--- config.mk ---
export PLATFORM = sky130hd
export DESIGN_NAME = dmem_wait_responder
export DESIGN_NICKNAME = d
export VERILOG_FILES = /design/src/rtl/dmem_wait_responder.sv
export SDC_FILE = /design/constraint.sdc
export NUM_CORES = 2
export LEC_CHECK = 0
export CORE_MARGIN = 2
export CORE_UTILIZATION = 50
export DETAILED_ROUTE_END_ITERATION = 8
export PLACE_DENSITY_LB_ADDON = 0.05
export SYNTH_ARGS = -nofsm -noshare
export SYNTH_HDL_FRONTEND = slang
export SYNTH_SLANG_ARGS = --single-unit
--- constraint.sdc ---
create_clock -name clk -period 3.7 [get_ports clk]
set_input_delay 0.74 -clock clk [delete_from_list [all_inputs] [get_ports clk]]
set_output_delay 0.74 -clock clk [all_outputs]
set_load 0.01 [all_outputs]
--- src/rtl/dmem_wait_responder.sv ---
// -----------------------------------------------------------------------------
// dmem_wait_responder
//
// Word-addressed data memory for the pipelined MIPS core's data port. Each
// access takes a fixed number of cycles, and a one-cycle ready pulse marks its
// completion. This lets the core's memory-stall path be exercised.
//
// Parameters
//   DEPTH    number of 32-bit words (power of two)
//   AW       index width, log2(DEPTH)
//   LATENCY  cycles from request acceptance to ready, 1..15
//
// Ports
//   clk        rising-edge clock
//   reset      asynchronous, active-high reset
//   memwrite   store request, held by the core until ready
//   memread    load request, held by the core until ready
//   dataadr    byte address; word index is dataadr[AW+1:2]
//   writedata  store data, held until ready
//   readdata   registered load result; holds until the next load completes
//   ready      registered one-cycle completion pulse
//   err        misaligned-access flag, pulses together with ready
// -----------------------------------------------------------------------------
module dmem_wait_responder #(
    parameter int DEPTH   = 64,
    parameter int AW      = 6,
    parameter int LATENCY = 3
) (
    input  logic        clk,
    input  logic        reset,
    input  logic        memwrite,
    input  logic        memread,
    input  logic [31:0] dataadr,
    input  logic [31:0] writedata,
    output logic [31:0] readdata,
    output logic        ready,
    output logic        err
);

    typedef enum logic [1:0] {
        IDLE = 2'd0,
        BUSY = 2'd1,
        DONE = 2'd2
    } state_t;

    // The counter runs from LATENCY-1 down to 0. With this range, ready rises
    // exactly LATENCY edges after the request is accepted.
    localparam logic [3:0] CNT_LOAD = 4'(LATENCY - 1);

    // A sub-word byte offset marks the access as misaligned.
    function automatic logic is_misaligned(input logic [1:0] byte_ofs);
        return (byte_ofs != 2'b00);
    endfunction

    state_t        state_q, state_d;
    logic [3:0]    cnt_q, cnt_d;
    logic          wr_q, wr_d;
    logic [AW-1:0] idx_q, idx_d;
    logic [31:0]   wdata_q, wdata_d;
    logic          mis_q, mis_d;
    logic [31:0]   readdata_q, readdata_d;
    logic          ready_q, ready_d;
    logic          err_q, err_d;
    logic          mem_we_s;

    // Storage is intentionally left uninitialised on reset.
    logic [31:0]   mem_array [DEPTH];

    // Address bits above the index wrap the access modulo DEPTH.
    logic          unused_hi_s;
    assign unused_hi_s = ^dataadr[31:AW+2];

    // Next-state, capture and output logic for the IDLE/BUSY/DONE handshake.
    always_comb begin
        state_d    = state_q;
        cnt_d      = cnt_q;
        wr_d       = wr_q;
        idx_d      = idx_q;
        wdata_d    = wdata_q;
        mis_d      = mis_q;
        readdata_d = readdata_q;
        ready_d    = 1'b0;
        err_d      = 1'b0;
        mem_we_s   = 1'b0;

        case (state_q)
            IDLE: begin
                if (memwrite || memread) begin
                    // When both request lines are high, the access is a write.
                    state_d = BUSY;
                    cnt_d   = CNT_LOAD;
                    wr_d    = memwrite;
                    idx_d   = dataadr[AW+1:2];
                    wdata_d = writedata;
                    mis_d   = is_misaligned(dataadr[1:0]);
                end else begin
                    state_d = IDLE;
                end
            end

            BUSY: begin
                if (cnt_q == 4'd0) begin
                    state_d = DONE;
                    ready_d = 1'b1;
                    err_d   = mis_q;
                    // A misaligned read still returns the word at the truncated
                    // index. The load takes the value stored as of this edge.
                    if (!wr_q) begin
                        readdata_d = mem_array[idx_q];
                    end else begin
                        readdata_d = readdata_q;
                    end
                end else begin
                    cnt_d = cnt_q - 4'd1;
                end
            end

            DONE: begin
                // The store commits only at the edge that ends the ready cycle.
                // A reset during the ready cycle forces IDLE first, so an
                // aborted store never reaches memory.
                state_d  = IDLE;
                mem_we_s = wr_q && !mis_q;
            end

            default: begin
                state_d = IDLE;
            end
        endcase
    end

    // State, captured-request and output registers with asynchronous reset.
    always_ff @(posedge clk or posedge reset) begin
        if (reset) begin
            state_q    <= IDLE;
            cnt_q      <= 4'd0;
            wr_q       <= 1'b0;
            idx_q      <= '0;
            wdata_q    <= 32'd0;
            mis_q      <= 1'b0;
            readdata_q <= 32'd0;
            ready_q    <= 1'b0;
            err_q      <= 1'b0;
        end else begin
            state_q    <= state_d;
            cnt_q      <= cnt_d;
            wr_q       <= wr_d;
            idx_q      <= idx_d;
            wdata_q    <= wdata_d;
            mis_q      <= mis_d;
            readdata_q <= readdata_d;
            ready_q    <= ready_d;
            err_q      <= err_d;
        end
    end

    // Word storage write port. This array has no reset.
    always_ff @(posedge clk) begin
        if (mem_we_s) begin
            mem_array[idx_q] <= wdata_q;
        end
    end

    assign readdata = readdata_q;
    assign ready    = ready_q;
    assign err      = err_q;

endmodule
==> flow_summary.ini <==
[setup_path]
r2r_start = idx_q[0]
cp_num_cells = 8
cp_max_fo = 19
timing.rr.end = readdata[20]
cpPeakStageDelay_ns = 0.79
cp-endpoint = readdata[20]
cp-start-kind = register
r2r_cells = 8
path_delay_family = compound AO/OA/AOI/OAI gates
crit_type = reg2reg
cp.required_ns = 4.41
crit_buf_inv = 2
endpoint_kind = register
crit_slowest_cell = dfrtp_4
cp-startpoint = idx_q[0]
ff2ff_setup_slack_ns = 0.29
cp_cell_sequence = buf_12 -> buf_4 -> mux4_2 -> nor2_1 -> a2111oi_0 -> a211oi_1 -> nand3_1 -> o32a_1
crit_arrival_ns = 4.12

[synth]
ys.flop_type = edfxtp_1
yosys_warnings = 0
synth_area_leader_cell = edfxtp_1
netlist_instances = 4286
ys_types = 71
synth_fp_nets = 4355
synth.area.top_cells = edfxtp_1, mux4_2, mux2i_1
netlist.area_leader.share_pct = 75.1
ys_ff_latch = 2128
synth-edff-count = 2048
ys_seq_area_share_pct = 77.5
syn_area_sq_um = 81900
synth.avg_cell_area_sq_um = 19.1
async_flop_share_pct = 3.76

[finish]
nFillCells = 12300
seqCellArea_sq_um = 63600
area_growth_pct = 16.5
drive_above_1_share_pct = 22.8
stdcell_area_sq_um = 95400
fin_nets = 4765
multiInputGateArea_sq_um = 17400

[clock_tree]
cts_buffers = 212
cts_max_path_buffers = 3
cts_setup_buffers = 0
ctsHoldBuffers = 0
cts_tree = done
cts_max_level = 4
cts.sinks = 2128
cts_root_buffer = clkbuf_16
clk-insertion-delay-late_ns = 0.84
cts_resized = 0
clkTransAtPathRegs_ns = 0.06

[grt]
top_usage_layer = met2
grt_pass1_vias = 43600
groute.usage.overall_pct = 29.6
grt_pass1_wl_microns = 344000
met1_usage_pct = 44.2
antenna_found_initial = 11
use_met2_pct = 45.8
grt_max_degree = 72
grt_overflow = 0
met3_usage_pct = 4.95

[pwr]
seq_power_share_pct = 43.6
total_power_uw = 76100
peakVddDrop_mv = 0.878
p_switching_uw = 25900
internal-power_uw = 50100
power_frac_comb_pct = 29.1
p_leak_uw = 0.0311
p_per_area_nw_per_um2 = 797
switching_share_pct = 34.1
pwr-share-clk_pct = 27.3

[placement]
port_buffers = 77
dpl.hpwl_microns = 150000
postPlaceCellArea_sq_um = 88800
place_congestion = 0.819
post-place-ws_ns = 0.408

[sta]
finalHoldViolations = 0
setup-violations-final = 0
clock.fmax_ghz = 0.293
tightest_slew_ns = 1.33
rsz0062_at_grt = false
drv_slew = 0
tns_ns = 0
worst_slack_ns = 0.289
post-route-period-util_pct = 92.2
slew_headroom_pct = 11.1
min_period_ns = 3.41
fin_worst_skew_ns = 0.0243

[hold_path]
hold_class = in2async

[drt]
drt-initial-drc-count = 5653
wl_per_cell_microns = 35.0
via_per_inst = 6.36
vias = 44900
drt-total-wl_microns = 247000
antenna_left = 0
first_pass_iters = 5
drc_errors = 0

[flow_run]
cap_violations = 0

[die]
row_count = 148
initial_core_util_pct = 50.3
fp.dieH_microns = 409
coreArea_sq_um = 163000
boundaryPins = 102
die_area_sq_um = 167000
fp.dieW_microns = 409

[run_status]
status = complete, no violations
## stage by stage
stage / util (%) / std cells / hold WS (ns)
floorplan: - / 4286 / 0.453
global placement: 54.5 / 6657 / 0.474
detailed placement: 54.5 / 6657 / 0.483
CTS: 58.6 / 7059 / 0.334
global route: 58.6 / 7059 / 0.412
finish: 58.6 / 7060 / 0.396
## sequential cells by signal, indices dropped and copies added (netlist names)
signal	cells
ready	1
wr_q	1
idx_q	6
cnt_q	4
state_q	2
readdata	32
mis_q	1
err	1
wdata_q	32
mem_array	2048
## power groups by stage
stage / logic (uW) / registers (uW) / clock network, uW
finish: 22200 / 33200 / 20700
global route: 23100 / 33300 / 21900
CTS: 22000 / 33100 / 21000
detailed placement: 21900 / 33600 / 0
global placement: 21800 / 33500 / 0
floorplan: 11700 / 32500 / 0
## final cells by class
| class | instances | share of cell area [%] |
|---|---|---|
| inverter | 7 | 0.0380 |
| clock inverter | 118 | 0.936 |
| antenna | 1 | 0.00262 |
| sequential | 2128 | 66.6 |
| timing repair buffer | 468 | 5.27 |
| multi-input combinational | 1879 | 18.3 |
| tap | 2175 | 2.85 |
| clock buffer | 284 | 6.03 |
## cell usage after synthesis, types with 24 or more instances
| master | n |
|---|---|
| clkbuf_1 | 70 |
| dfrtp_1 | 80 |
| a221o_1 | 26 |
| a21oi_1 | 101 |
| o22ai_1 | 57 |
| mux2_2 | 114 |
| a31oi_1 | 31 |
| o21ai_0 | 93 |
| nor2_1 | 151 |
| edfxtp_1 | 2048 |
| nand3_1 | 38 |
| a22oi_1 | 150 |
| a221oi_1 | 117 |
| a22o_1 | 28 |
| mux2i_1 | 369 |
| buf_4 | 67 |
| buf_2 | 99 |
| nand2_1 | 196 |
| o22a_1 | 24 |
| mux4_2 | 188 |
## metal layers
metal,vias up,routed length [microns]
li1,18500,-
met1,24000,105000
met2,2111,115000
met3,324,21200
met4,0,5390
met5,-,0
## cells by family after synthesis
group,after synthesis,share of synthesized area (%)
mux,682,11.6
compound gates,745,6.60
flops,2128,77.5
buf+inv,279,1.91
fa+ha+maj,1,0.0153
xor+xnor,2,0.0214
simple gates,449,2.36
## cell usage in the layout, fill, tap and decap left out, types with 66 or more instances in the layout
| cell | Yosys | routed |
|---|---|---|
| a21oi_1 | 101 | 101 |
| nand2_1 | 196 | 194 |
| nor2_1 | 151 | 83 |
| o21ai_0 | 93 | 92 |
| mux2i_1 | 369 | 369 |
| a22oi_1 | 150 | 150 |
| edfxtp_1 | 2048 | 2048 |
| clkdlybuf4s50_1 | 0 | 77 |
| buf_12 | 2 | 106 |
| mux2_2 | 114 | 114 |
| a221oi_1 | 117 | 117 |
| clkbuf_16 | 0 | 216 |
| nor2_4 | 0 | 66 |
| buf_4 | 67 | 285 |
| mux4_2 | 188 | 188 |
## worst min-delay path by stage
stage	to	slack, ns	from
after global placement	mis_q	0.47	mis_q
after CTS	wdata_q[8]	0.33	reset
after detailed placement	mis_q	0.48	mis_q
after global routing	wdata_q[8]	0.41	reset
after floorplan	mis_q	0.45	mis_q
final	wdata_q[8]	0.40	reset
## worst register-to-register path: cells and delay by family (launching register included)
| kind | cells | cell delay (ns) |
|---|---|---|
| AO/OA/AOI/OAI | 3 | 1.04 |
| flip-flops | 1 | 0.79 |
| buffers and inverters | 2 | 0.52 |
| multiplexers | 1 | 0.52 |
| AND/OR/NAND/NOR | 2 | 0.42 |
Note: power is estimated with default switching activity, not from simulation.
